`src/rtl/spike_event_if.sv`:
```
// Valid/ready event channel carrying the index of the neuron whose spike
// is offered to the shared synapse/learning datapath.
// The arbiter drives o_valid/o_id through the master modport and the
// downstream datapath returns i_ready through the slave modport.
interface spike_event_if #(
    parameter int ID_W = 3
) ();
    logic            o_valid;
    logic [ID_W-1:0] o_id;
    logic            i_ready;

    modport master (output o_valid, output o_id, input i_ready);
    modport slave  (input o_valid, input o_id, output i_ready);
endinterface

```
`src/rtl/spike_event_arbiter.sv`:
```
// spike_event_arbiter: latches per-neuron spike pulses into pending flags
// and serialises them round-robin onto a valid/ready event channel. Each
// accepted event produces a one-cycle one-hot pulse on o_event in the
// following cycle, so the per-neuron trace restarts in datapath order.
// Optional feature: define SPIKE_ARB_DROP_CNT_EN to count merged (lost)
// spikes in a saturating counter; otherwise o_drop_cnt is tied to zero.
module spike_event_arbiter #(
    parameter int P_N      = 8,
    parameter int P_ID_W   = 3,
    parameter int P_DROP_W = 8
) (
    input  logic                i_clk,
    input  logic                i_rst_n,
    input  logic [P_N-1:0]      i_spike,
    spike_event_if.master       ev,
    output logic [P_N-1:0]      o_event,
    output logic [P_N-1:0]      o_pending,
    output logic                o_busy,
    output logic [P_DROP_W-1:0] o_drop_cnt
);

    typedef enum logic [0:0] {
        ST_IDLE  = 1'b0,
        ST_OFFER = 1'b1
    } state_e;

    state_e              state_q, state_d;
    logic [P_ID_W-1:0]   id_q, id_d;
    logic [P_ID_W-1:0]   last_q, last_d;
    logic                valid_q, valid_d;
    logic [P_N-1:0]      pend_q, pend_d;
    logic [P_N-1:0]      event_q, event_d;
    logic                busy_q, busy_d;
    logic [P_N-1:0]      clr_s;
    logic [P_N-1:0]      elig_s;

    // First set bit of 'set' scanning base+1, base+2, ... modulo P_N.
    // Iterating from the farthest offset down lets the nearest one win.
    function automatic logic [P_ID_W-1:0] rr_pick(input logic [P_N-1:0]    set,
                                                  input logic [P_ID_W-1:0] base);
        logic [P_ID_W-1:0] sel;
        int                idx;
        sel = {P_ID_W{1'b0}};
        for (int k = P_N; k >= 1; k--) begin
            idx = int'(base) + k;
            if (idx >= P_N) begin
                idx = idx - P_N;
            end else begin
                idx = idx;
            end
            if (set[idx[P_ID_W-1:0]]) begin
                sel = idx[P_ID_W-1:0];
            end else begin
                sel = sel;
            end
        end
        return sel;
    endfunction

    function automatic logic [P_N-1:0] onehot(input logic [P_ID_W-1:0] id);
        return {{(P_N-1){1'b0}}, 1'b1} << id;
    endfunction

    // Next-state, selection, pending-flag and output-register computation.
    always_comb begin
        state_d = state_q;
        id_d    = id_q;
        valid_d = valid_q;
        last_d  = last_q;
        clr_s   = {P_N{1'b0}};
        elig_s  = {P_N{1'b0}};
        case (state_q)
            ST_IDLE: begin
                if (|pend_q) begin
                    id_d    = rr_pick(pend_q, last_q);
                    valid_d = 1'b1;
                    state_d = ST_OFFER;
                end else begin
                    valid_d = 1'b0;
                end
            end
            ST_OFFER: begin
                if (ev.i_ready) begin
                    clr_s  = onehot(id_q);
                    last_d = id_q;
                    // Spikes landing this cycle (including a fresh one on the
                    // accepted neuron) are candidates for the next offer.
                    elig_s = (pend_q & ~clr_s) | i_spike;
                    if (|elig_s) begin
                        id_d    = rr_pick(elig_s, id_q);
                        valid_d = 1'b1;
                    end else begin
                        valid_d = 1'b0;
                        state_d = ST_IDLE;
                    end
                end else begin
                    valid_d = 1'b1;
                end
            end
            default: begin
                state_d = ST_IDLE;
                valid_d = 1'b0;
            end
        endcase
        // Set wins over clear: a spike in its own acceptance cycle re-arms.
        pend_d  = (pend_q & ~clr_s) | i_spike;
        event_d = clr_s;
        busy_d  = (|pend_d) | valid_d;
    end

    // State and registered-output flops; reset aborts any offer in flight.
    always_ff @(posedge i_clk or negedge i_rst_n) begin
        if (!i_rst_n) begin
            state_q <= ST_IDLE;
            id_q    <= {P_ID_W{1'b0}};
            last_q  <= P_ID_W'(P_N - 1);
            valid_q <= 1'b0;
            pend_q  <= {P_N{1'b0}};
            event_q <= {P_N{1'b0}};
            busy_q  <= 1'b0;
        end else begin
            state_q <= state_d;
            id_q    <= id_d;
            last_q  <= last_d;
            valid_q <= valid_d;
            pend_q  <= pend_d;
            event_q <= event_d;
            busy_q  <= busy_d;
        end
    end

    assign ev.o_valid = valid_q;
    assign ev.o_id    = id_q;
    assign o_event    = event_q;
    assign o_pending  = pend_q;
    assign o_busy     = busy_q;

`ifdef SPIKE_ARB_DROP_CNT_EN
    logic [P_N-1:0]      drop_s;
    logic [P_DROP_W:0]   drop_sum_s;
    logic [P_DROP_W-1:0] drop_cnt_q, drop_cnt_d;

    function automatic int popcount(input logic [P_N-1:0] v);
        int n;
        n = 0;
        for (int i = 0; i < P_N; i++) begin
            if (v[i[P_ID_W-1:0]]) begin
                n = n + 1;
            end else begin
                n = n;
            end
        end
        return n;
    endfunction

    // Saturating count of spikes merged into an already-pending flag.
    always_comb begin
        drop_s     = i_spike & pend_q & ~clr_s;
        drop_sum_s = {1'b0, drop_cnt_q} + (P_DROP_W+1)'(popcount(drop_s));
        if (drop_sum_s[P_DROP_W]) begin
            drop_cnt_d = {P_DROP_W{1'b1}};
        end else begin
            drop_cnt_d = drop_sum_s[P_DROP_W-1:0];
        end
    end

    // Drop counter register, cleared only by reset.
    always_ff @(posedge i_clk or negedge i_rst_n) begin
        if (!i_rst_n) begin
            drop_cnt_q <= {P_DROP_W{1'b0}};
        end else begin
            drop_cnt_q <= drop_cnt_d;
        end
    end

    assign o_drop_cnt = drop_cnt_q;
`else
    assign o_drop_cnt = {P_DROP_W{1'b0}};
`endif

endmodule

```
`src/flat_wrapper.sv`:
```
// flat-port wrapper written by rule: the top's interface ports become plain ports
module spike_event_arbiter_flat 
#(
    parameter int P_N      = 8,
    parameter int P_ID_W   = 3,
    parameter int P_DROP_W = 8
)
  (i_clk, i_rst_n, i_spike, o_event, o_pending, o_busy, o_drop_cnt, ev_o_valid, ev_o_id, ev_i_ready);
  spike_event_if #(.ID_W((3))) ev_i ();
  input  logic i_clk;
  input  logic i_rst_n;
  input  logic [P_N-1:0] i_spike;
  output logic [P_N-1:0] o_event;
  output logic [P_N-1:0] o_pending;
  output logic o_busy;
  output logic [P_DROP_W-1:0] o_drop_cnt;
  output wire logic [$bits(ev_i.o_valid)-1:0] ev_o_valid;
  output wire logic [$bits(ev_i.o_id)-1:0] ev_o_id;
  input wire logic [$bits(ev_i.i_ready)-1:0] ev_i_ready;
  assign ev_o_valid = ev_i.o_valid;
  assign ev_o_id = ev_i.o_id;
  assign ev_i.i_ready = ev_i_ready;
  spike_event_arbiter #(.P_N(P_N), .P_ID_W(P_ID_W), .P_DROP_W(P_DROP_W)) u_core (.i_clk(i_clk), .i_rst_n(i_rst_n), .i_spike(i_spike), .ev(ev_i), .o_event(o_event), .o_pending(o_pending), .o_busy(o_busy), .o_drop_cnt(o_drop_cnt));
endmodule
```
`config.mk`:
```
export PLATFORM = sky130hd
export DESIGN_NAME = spike_event_arbiter_flat
export DESIGN_NICKNAME = d
export VERILOG_FILES = /design/src/rtl/spike_event_if.sv /design/src/rtl/spike_event_arbiter.sv /design/src/flat_wrapper.sv
export SDC_FILE = /design/constraint.sdc
export NUM_CORES = 1
export LEC_CHECK = 0
export ABC_AREA = 1
export CAP_MARGIN = 10
export CORE_ASPECT_RATIO = 0.7
export CORE_MARGIN = 3
export CORE_UTILIZATION = 45
export DETAILED_ROUTE_END_ITERATION = 6
export PLACE_DENSITY_LB_ADDON = 0.05
export SLEW_MARGIN = 10
export SYNTH_ARGS = -nofsm -noshare
export SYNTH_HDL_FRONTEND = slang
export SYNTH_SLANG_ARGS = --single-unit
```
`constraint.sdc`:
```
create_clock -name i_clk -period 2.9 [get_ports i_clk]
set_input_delay 0.58 -clock i_clk [delete_from_list [all_inputs] [get_ports i_clk]]
set_output_delay 0.58 -clock i_clk [all_outputs]
set_load 0.02 [all_outputs]
```
# --- Word-level counts from Yosys, hierarchy flattened ---
# Cells that the tools add are included.
op_classes:
  bitwise: 8
  add_sub_neg: 32
  magnitude_cmp: 32
  n_reduce_logical: 5
  n_eq_ne: 3
  mux: 114
  n_shift: 1
op_table:
  columns: ["cell", "count"]
  rows:
  - ["$mux W3", 75]
  - ["$lt A3 B4 Y1 const B", 16]
  - ["$ge A4 B4 Y1 const B", 14]
  - ["$bmux W1 S3", 16]
  - ["$sub A3 B1 Y3 const B", 16]
  - ["$add A3 B3 Y4 const B", 8]
  - ["$reduce_or A8 Y1", 3]
  - ["$mux W1", 19]
  - ["$add A3 B2 Y4 const B", 4]
  - ["$and A8 B8 Y8", 2]
  - ["$mux W8", 2]
  - ["$not A8 Y8", 2]
  - ["$or A8 B8 Y8", 2]
  - ["$add A3 B4 Y5 const B", 2]
  - ["$ge A5 B4 Y1 const B", 2]
  - ["$add A3 B1 Y4 const B", 2]
  - ["$shl A1 B3 Y8 const A", 1]
  - ["$pmux W3 S2", 1]
  - ["$ne A2 B2 Y1 const B", 2]
  - ["$reduce_and A3 Y1", 1]
  - ["$ne A2 B1 Y1 const B", 1]
  - ["$pmux W1 S2", 1]
  - ["$reduce_and A2 Y1", 1]
  - ["$not A1 Y1", 1]
  - ["$or A1 B1 Y1", 1]
word_totals:
  out_inout_bits: 29
  wordCells: 201
  in_bits: 11
  reg_bits: 24

# --- Depth between registers and ports, before layout ---
# Gate-level depths: netlist (run 1).
depth:
  word_depth: 21
  ltp_mapped: 20

# --- Worst setup path before layout (run 1) ---
# No wires, ideal clock.
synth_path:
  kind: "register -> register"
  from: "reg u_core.last_q[1]"
  to: "reg u_core.id_q[1] (netlist: u_core.ev.o_id[1])"
  stages_incl_launch_ff: 18
  n_path_buf: 1
  required_time_ps: 2780
  arrival_time_ps: 2190
  setup_time_ps: 120
  path_slack_ps: 589
  cell_sequence: "dfstp_2 buf_4 clkinv_1 ha_1 inv_1 nand3_1 nand3_1 nand2_1 a21oi_1 nand3_1 nand2_1 nand2_1 nand2_1 nand2_1 nand2_1 nand2_1 nand3_1 nand2_1"
synth_via:
  elab_chain_len: 17
synth_rtl:
  columns: ["element", "line_no", "text"]
  rows:
  - ["start, declared", "spike_event_arbiter.sv:29", "logic [P_ID_W-1:0] last_q, last_d;"]
  - ["start signal, assigned", "spike_event_arbiter.sv:116", "last_q <= P_ID_W'(P_N - 1);"]
  - ["start signal, assigned", "spike_event_arbiter.sv:124", "last_q <= last_d;"]
  - ["$add A3 B4 Y5", "spike_event_arbiter.sv:45", "idx = int'(base) + k;"]
  - ["$ge A5 B4 Y1 or $sub A3 B1 Y3 (tied branches)", "spike_event_arbiter.sv:46, spike_event_arbiter.sv:47", null]
  - ["$mux W3", "spike_event_arbiter.sv:46", "if (idx >= P_N) begin"]
  - ["$mux W3", "spike_event_arbiter.sv:74", "if (|pend_q) begin"]
  - ["$mux W3", "spike_event_arbiter.sv:72", "case (state_q)"]
  - ["$bmux W1 S3", "spike_event_arbiter.sv:51", "if (set[idx[P_ID_W-1:0]]) begin"]
  - ["$mux W1 (implied by the code)", "spike_event_arbiter.sv:51", null]
  - ["$mux W3 (7 in a row)", "spike_event_arbiter.sv:51", null]
  - ["$mux W3 *", "spike_event_arbiter.sv:51", null]
  - ["$mux W3 *", "spike_event_arbiter.sv:74", null]
  - ["$pmux W3 S2 *", "spike_event_arbiter.sv:72", null]
  - ["end signal, assigned", "spike_event_arbiter.sv:115", "id_q <= {P_ID_W{1'b0}};"]
  - ["end signal, assigned", "spike_event_arbiter.sv:123", "id_q <= id_d;"]
  - ["end, declared", "spike_event_arbiter.sv:28", "logic [P_ID_W-1:0] id_q, id_d;"]
# Every way passes the cells marked *; elsewhere a longest branch is shown, timed or not. The select of a mux whose other input is x is not followed.
# A chain may end at the register's enable or synchronous reset.

# --- Worst setup path after layout (run 1) ---
layout_path:
  from: "reg u_core.id_q[0] (netlist: u_core.ev.o_id[0])"
  to: "reg u_core.id_q[0] (netlist: u_core.ev.o_id[0])"
layout_via:
  elab_chain_len: 19
layout_rtl:
  columns: ["element", "line_no", "text"]
  rows:
  - ["$add A3 B4 Y5", "spike_event_arbiter.sv:45", null]
  - ["$ge A5 B4 Y1 or $sub A3 B1 Y3 (tied branches)", "spike_event_arbiter.sv:46, spike_event_arbiter.sv:47", null]
  - ["$mux W3", "spike_event_arbiter.sv:46", null]
  - ["$mux W3", "spike_event_arbiter.sv:89", "if (|elig_s) begin"]
  - ["$mux W3", "spike_event_arbiter.sv:83", "if (ev.i_ready) begin"]
  - ["$mux W3", "spike_event_arbiter.sv:72", null]
  - ["$bmux W1 S3", "spike_event_arbiter.sv:51", null]
  - ["$mux W1 (implied by the code)", "spike_event_arbiter.sv:51", null]
  - ["$mux W3 (8 in a row)", "spike_event_arbiter.sv:51", null]
  - ["$mux W3", "spike_event_arbiter.sv:89", null]
  - ["$mux W3", "spike_event_arbiter.sv:83", null]
  - ["$pmux W3 S2", "spike_event_arbiter.sv:72", null]
# Parallel ways exist; a longest one is shown, timed or not. The select of a mux whose other input is x is not followed.

==> results of run 1 <==
[placed cells by master, fill, tap and decap left out, types with 10 or more instances in the layout]
| cell | n |
|---|---|
| nand2_1 | 117 |
| nand3_1 | 67 |
| inv_1 | 45 |
| clkdlybuf4s50_1 | 31 |
| nor2_1 | 23 |
| dfrtp_1 | 21 |
| a21oi_1 | 16 |
| nand2_2 | 14 |
| o21ai_0 | 14 |
| ha_1 | 10 |
| buf_4 | 10 |
[per-stage QoR]
step | util | std cells | hold WS [ns]
2_1_floorplan | - | 399 | 0.284
3_3_place_gp | 0.566 | 493 | 0.591
3_5_place_dp | 0.566 | 493 | 0.590
4_1_cts | 0.580 | 497 | 0.604
5_1_grt | 0.580 | 497 | 0.646
6_report | 0.580 | 497 | 0.608
[worst register-to-register path, cell delays in order, from the launching register on]
cell      delay (ns)
dfrtp_1         0.43
buf_4           0.19
inv_2           0.23
ha_1            0.30
nand2_1         0.09
nand2_2         0.08
nand3_1         0.12
nand2_1         0.09
nand2_1         0.08
nand3b_2        0.13
nand2_2         0.12
nor2_2          0.18
nand3_1         0.08
nand2_1         0.08
nor2_1          0.05
nand2_1         0.07
nor2_1          0.04
a21oi_1         0.12
[cell families (layout without fill, tap and decap cells)]
| group | after synthesis | in the layout | share of synthesized area |
|---|---|---|---|
| compound gates | 36 | 36 | 0.0761 |
| fa+ha+maj | 10 | 10 | 0.0507 |
| other cells | 1 | 8 | 0.00152 |
| buf+inv | 67 | 96 | 0.130 |
| xor+xnor | 7 | 7 | 0.0248 |
| simple gates | 247 | 247 | 0.472 |
| flops | 24 | 24 | 0.245 |
[routing by layer]
layer,wire (um),GRT usage,part of all wire,vias to the layer above
met5,0,0,0,-
met2,2760,0.347,0.38,125
met4,4,0.00719,0.00055,0
met1,3810,0.383,0.53,1211
met3,676,0.0473,0.093,2
li1,-,-,-,1324
[area by class of cell]
type	count	area, um2
fill	501	2110
tap	69	86.3
inverter	51	196
timing repair buffer	41	385
clock inverter	1	30.0
clock buffer	3	41.3
sequential	24	604
multi-input combinational	308	1570
[power by group through the flow]
stage	Clock, uW	Sequential [uW]	Combinational (uW)
after detailed placement	0	538	3050
after floorplan	0	571	2280
after global placement	0	542	3060
after global routing	312	549	3530
final	292	536	3130
after CTS	297	535	3060
[registers in the layout, indices dropped and copies added, names as in the netlist]
| register | flops |
|---|---|
| u_core.state_q | 1 |
| u_core.last_q | 3 |
| u_core.o_busy | 1 |
| u_core.ev.o_id | 3 |
| u_core.o_pending | 8 |
| u_core.o_event | 8 |
[what timing repair did]
item / CTS / global route
endpoints found under the hold margin: 0 / 0
endpoints found under the setup margin: 0 / 1
gates resized for setup: 0 / 1
[path summary, 6_finish.rpt]
path,endpoint,slack [ns],cells after the start
worst min-delay path,u_core.last_q[1],0.61,2
worst max-delay path,u_core.ev.o_id[0],0.36,17
worst max register to register,u_core.ev.o_id[0],0.36,17
max in group asynchronous,u_core.last_q[2],1.94,2
worst min register to register,u_core.last_q[1],0.61,2
min in group asynchronous,u_core.o_event[6],0.67,2
==> reports/metrics.yaml, run 1 <==
clock_tree:
  cts_max_level: 1
  hold_buffers: 0
  path_clk_slew_ns: 0.09
  clk_latency_ns: 0.27
  numCtsBuffers: 3
  cts_tree: "built"
  clock_path_buffers: 2
  root_buffer: "clkbuf_8"
  numClockSinks: 24
  cts_setup_buffers: 0
yosys:
  synth_flop_cell: "dfrtp_1"
  ys_ff_latch: 24
  yosysMostFrequentCell: "nand2_1"
  ys_warn_count: 0
  netlist.area_leader.share: 0.213
  synth_edf_count: 0
  synth_area_um2: 2470
  syn_inst: 392
  ys_seq_area_frac: 0.245
  yosysTopAreaCell: "dfrtp_1"
  netlist_top_cells_count: "nand2_1, nand3_1, inv_1"
  synth_cell_type_count: 32
  synthArstFlopShare: 1.00
  postSynthAreaPerCell_um2: 6.29
  synth_top_cells_by_area: "dfrtp_1, nand2_1, nand3_1, inv_1, ha_1"
critical_path:
  cp_cell_sequence: "buf_4 -> inv_2 -> ha_1 -> nand2_1 -> nand2_2 -> nand3_1 -> nand2_1 -> nand2_1 -> nand3b_2 -> nand2_2 -> nor2_2 -> nand3_1 -> nand2_1 -> nor2_1 -> nand2_1 -> nor2_1 -> a21oi_1"
  path_common_cell: "nand2_1"
  endpoint_kind: "flop"
  startpoint: "u_core.ev.o_id[0]"
  worst-path-max-fanout: 13
  startpoint_type: "flop"
  critPathSlowestCell: "dfrtp_1"
  worstPathRequired_ns: 3.10
  path_buf_inv: 2
  cp_slowest_stage_delay_ns: 0.43
  crit_arrival_ns: 2.73
  r2r-start: "u_core.ev.o_id[0]"
  cpLargestDelayFamily: "simple AND/OR/NAND/NOR gates"
  path_class: "flop to flop"
sta:
  fin_skew_ns: 0.00332
  rsz0062_at_grt: "no"
  slew_violations: 0
  setup_slack_ns: 0.361
  setup_tns_ns: 0
  fin_crit_sh: 0.876
  clock.fmax_mhz: 394
  setup_viol: 0
  period_needed_ns: 2.54
  finalHoldViolCount: 0
power_and_ir_drop:
  combPwrFrac: 0.791
  p_sw_uw: 2280
  power.share.switching: 0.576
  leakage_uw: 0.00158
  max-vdd-ir-drop_v: 0.000601
  p_seq_frac: 0.135
  internal_power_uw: 1680
  clock_power_share: 0.074
  p_per_area_nw_per_um2: 1360
  finalPower_uw: 3960
die:
  core_um2: 5020
  num_rows: 21
  die_area_um2: 6420
  die_width_um: 94.5
  initial_core_util: 0.492
  die_h_um: 68.0
  io_pins: 40
grt:
  grt_pass1_wl_um: 12000
  antenna_found_initial: 0
  grt_overflow: 0
  grt_max_degree: 25
  grt_pass1_vias: 2322
  grt_usage: 0.240
place:
  portBuffers: 31
  pre_cts_slack_ns: 0.361
  dpl-instance-area_um2: 2840
  hpwlAfterDp_um: 5950
  gp_congestion: 0.934
drt:
  drtIter0Drc: 340
  drt_wl_total_um: 7250
  drc_errors: 0
  firstDrtPassIters: 5
  routedWlPerCell_um: 14.6
  ant_nets: 0
  routed_via_density: 5.36
  vias: 2662
run:
  maxCapViolations: 0
final_layout:
  design_area_um2: 2910
  final_net_count: 450
  drive_above_1_share: 0.117
  area_growth_pct: 18.1
  insertedDiodeCount: 0
hold_path:
  hold_class: "flop to flop"
  hold_start: "u_core.last_q[1]"
status:
  outcome: "completed"
(Power assumes the default switching activity.)
==> run 2, diff against run 1 <==
--- a/config.mk
+++ b/config.mk
@@ -8,9 +8,10 @@
 export ABC_AREA = 1
 export CAP_MARGIN = 10
 export CORE_ASPECT_RATIO = 0.7
-export CORE_MARGIN = 3
 export CORE_UTILIZATION = 45
+export CTS_CLUSTER_SIZE = 40
 export DETAILED_ROUTE_END_ITERATION = 6
+export DONT_BUFFER_PORTS = 1
 export PLACE_DENSITY_LB_ADDON = 0.05
 export SLEW_MARGIN = 10
 export SYNTH_ARGS = -nofsm -noshare
==> reports/metrics.yaml, run 2 (synthesis results as in run 1) <==
status:
  outcome: "completed"  # unchanged
critical_path:
  crit_arrival_ns: 2.75  # was 2.73 ns
  worst-path-max-fanout: 10  # was 13
  endpoint_kind: "flop"  # unchanged
  path_class: "flop to flop"  # unchanged
  worstPathRequired_ns: 3.06  # was 3.10 ns
  startpoint_type: "flop"  # unchanged
sta:
  setup_viol: 0  # unchanged
  slew_violations: 0  # unchanged
  fin_skew_ns: 0.00935  # was 0.00332 ns
  maxSlewHeadroom: 0.339
  finalHoldViolCount: 0  # unchanged
  clock.fmax_mhz: 386  # was 394 MHz
  period_needed_ns: 2.59  # was 2.54 ns
  worst_pin_slew_ns: 0.989
  fin_crit_sh: 0.894  # was 0.876
  holdWs_ns: 0.138  # was 0.608 ns
  setup_tns_ns: 0  # unchanged
  rsz0062_at_grt: "no"  # unchanged
clock_tree:
  clk_latency_ns: 0.27  # about the same
  path_clk_slew_ns: 0.09  # about the same
  cts_max_level: 1  # unchanged
  clock_path_buffers: 2  # unchanged
  cts.repair.resized: 0  # unchanged
  cts_tree: "built"  # unchanged
  root_buffer: "clkbuf_8"  # unchanged
  numClockSinks: 24  # unchanged
  numCtsBuffers: 3  # unchanged
die:
  die_h_um: 64.0  # was 68.0 um
  core_um2: 5260  # was 5020 um2
  num_rows: 22  # was 21
  die_width_um: 90.5  # was 94.5 um
  io_pins: 40  # unchanged
  initial_core_util: 0.469  # was 0.492
  die_area_um2: 5790  # was 6420 um2
final_layout:
  mostFrequentLayoutCells: "nand2_1, nand3_1, inv_1"  # unchanged
  insertedDiodeCount: 0  # unchanged
  final_net_count: 420  # was 450
  area_growth_pct: 6.03  # was 18.1%
  drive_above_1_share: 0.123  # was 0.117
  final_common_cell: "nand2_1"  # unchanged
  n_fill_cell: 546  # was 501
drt:
  routedWlPerCell_um: 15.2  # was 14.6 um
  firstDrtPassIters: 5  # unchanged
  drc_errors: 0  # unchanged
  ant_nets: 0  # unchanged
  drtIter0Drc: 248  # was 340
  vias: 2521  # was 2662
  routed_via_density: 5.36  # about the same
  drt_wl_total_um: 7150  # was 7250 um
grt:
  grt_overflow: 0  # unchanged
  antenna_found_initial: 0  # unchanged
  grt_pass1_wl_um: 11800  # was 12000 um
  grt_max_degree: 22  # was 25
  grt_usage: 0.262  # was 0.240
  grt_pass1_vias: 2235  # was 2322
place:
  hpwlAfterDp_um: 5860  # was 5950 um
  portBuffers: 0  # was 31
  gp_congestion: 0.921  # was 0.934
hold_path:
  hold_class: "input pin to async pin"  # was flop to flop
power_and_ir_drop:
  max-vdd-ir-drop_v: 0.000570  # was 0.000601 V
  finalPower_uw: 3810  # was 3960 uW
  p_per_area_nw_per_um2: 1460  # was 1360 nW/um2
  leakage_uw: 0.00146  # was 0.00158 uW
run:
  maxCapViolations: 0  # unchanged
[run 2: routing by layer]
layer  GRT usage  wire length [um]  vias up
met5           0                 0        -
met1       0.432              3880     1133
met3      0.0607               619        8
met4      0.0363                35        0
met2       0.334              2610      125
li1            -                 -     1255
[run 2: stage by stage]
| stage | util | cells | cell area [um2] | setup slack [ns] |
|---|---|---|---|---|
| floorplan | - | 399 | 2490 | 0.589 |
| global placement | 0.482 | 465 | 2530 | 0.339 |
| detailed placement | 0.482 | 465 | 2530 | 0.401 |
| CTS | 0.498 | 470 | 2620 | 0.369 |
| global route | 0.498 | 470 | 2620 | 0.0362 |
| finish | 0.498 | 470 | 2620 | 0.308 |
[run 2: area by class of cell]
| cell class | instances | area [um2] | share of cell area |
|---|---|---|---|
| flip-flops and latches | 24 | 604 | 0.231 |
| clock inverters | 1 | 30.0 | 0.0115 |
| repair buffers | 11 | 85.1 | 0.0325 |
| inverters | 51 | 196 | 0.0751 |
| multi-input cells | 308 | 1570 | 0.600 |
| well taps | 72 | 90.1 | 0.0344 |
| clock buffers | 3 | 41.3 | 0.0158 |
[run 2: path summary, 6_finish.rpt]
kind,cells past startpoint,endpoint,slack (ns),start
worst max-delay path,16,u_core.ev.o_id[1],0.31,u_core.last_q[1]
worst min-delay path,0,u_core.last_q[0],0.14,i_rst_n
worst max register to register,16,u_core.ev.o_id[1],0.31,u_core.last_q[1]
worst min register to register,2,u_core.last_q[1],0.60,u_core.last_q[1]
max in group asynchronous,1,u_core.ev.o_id[2],1.38,i_rst_n
min in group i_clk,2,u_core.o_pending[3],0.45,i_spike[3]
[run 2: what timing repair did]
| item | 4_1_cts | 5_1_grt |
|---|---|---|
| buffers inserted | 0 | 0 |
| hold buffers | 1 | 0 |
| endpoints found under the hold margin | 21 | 0 |
[run 2: where the power goes]
group | switching [uW] | total, uW | internal [uW]
clock network | 107 | 292 | 185
logic | 1950 | 2910 | 960
registers | 181 | 609 | 427
total | 2240 | 3810 | 1570
[run 2: worst max-delay path, stage by stage, from the launching register on]
cell and delay, ns:
dfstp_2 0.68, clkinv_1 0.13, ha_1 0.39, inv_1 0.23, nand3_1 0.16, nand3_1 0.13, nand2_1 0.11, a21oi_1 0.13
nand3_1 0.08, nand2_1 0.06, nand2_1 0.05, nand2_1 0.05, nand2_1 0.04, nand2_1 0.06, nand2_1 0.05, nand3_1 0.07
nand2_1 0.05
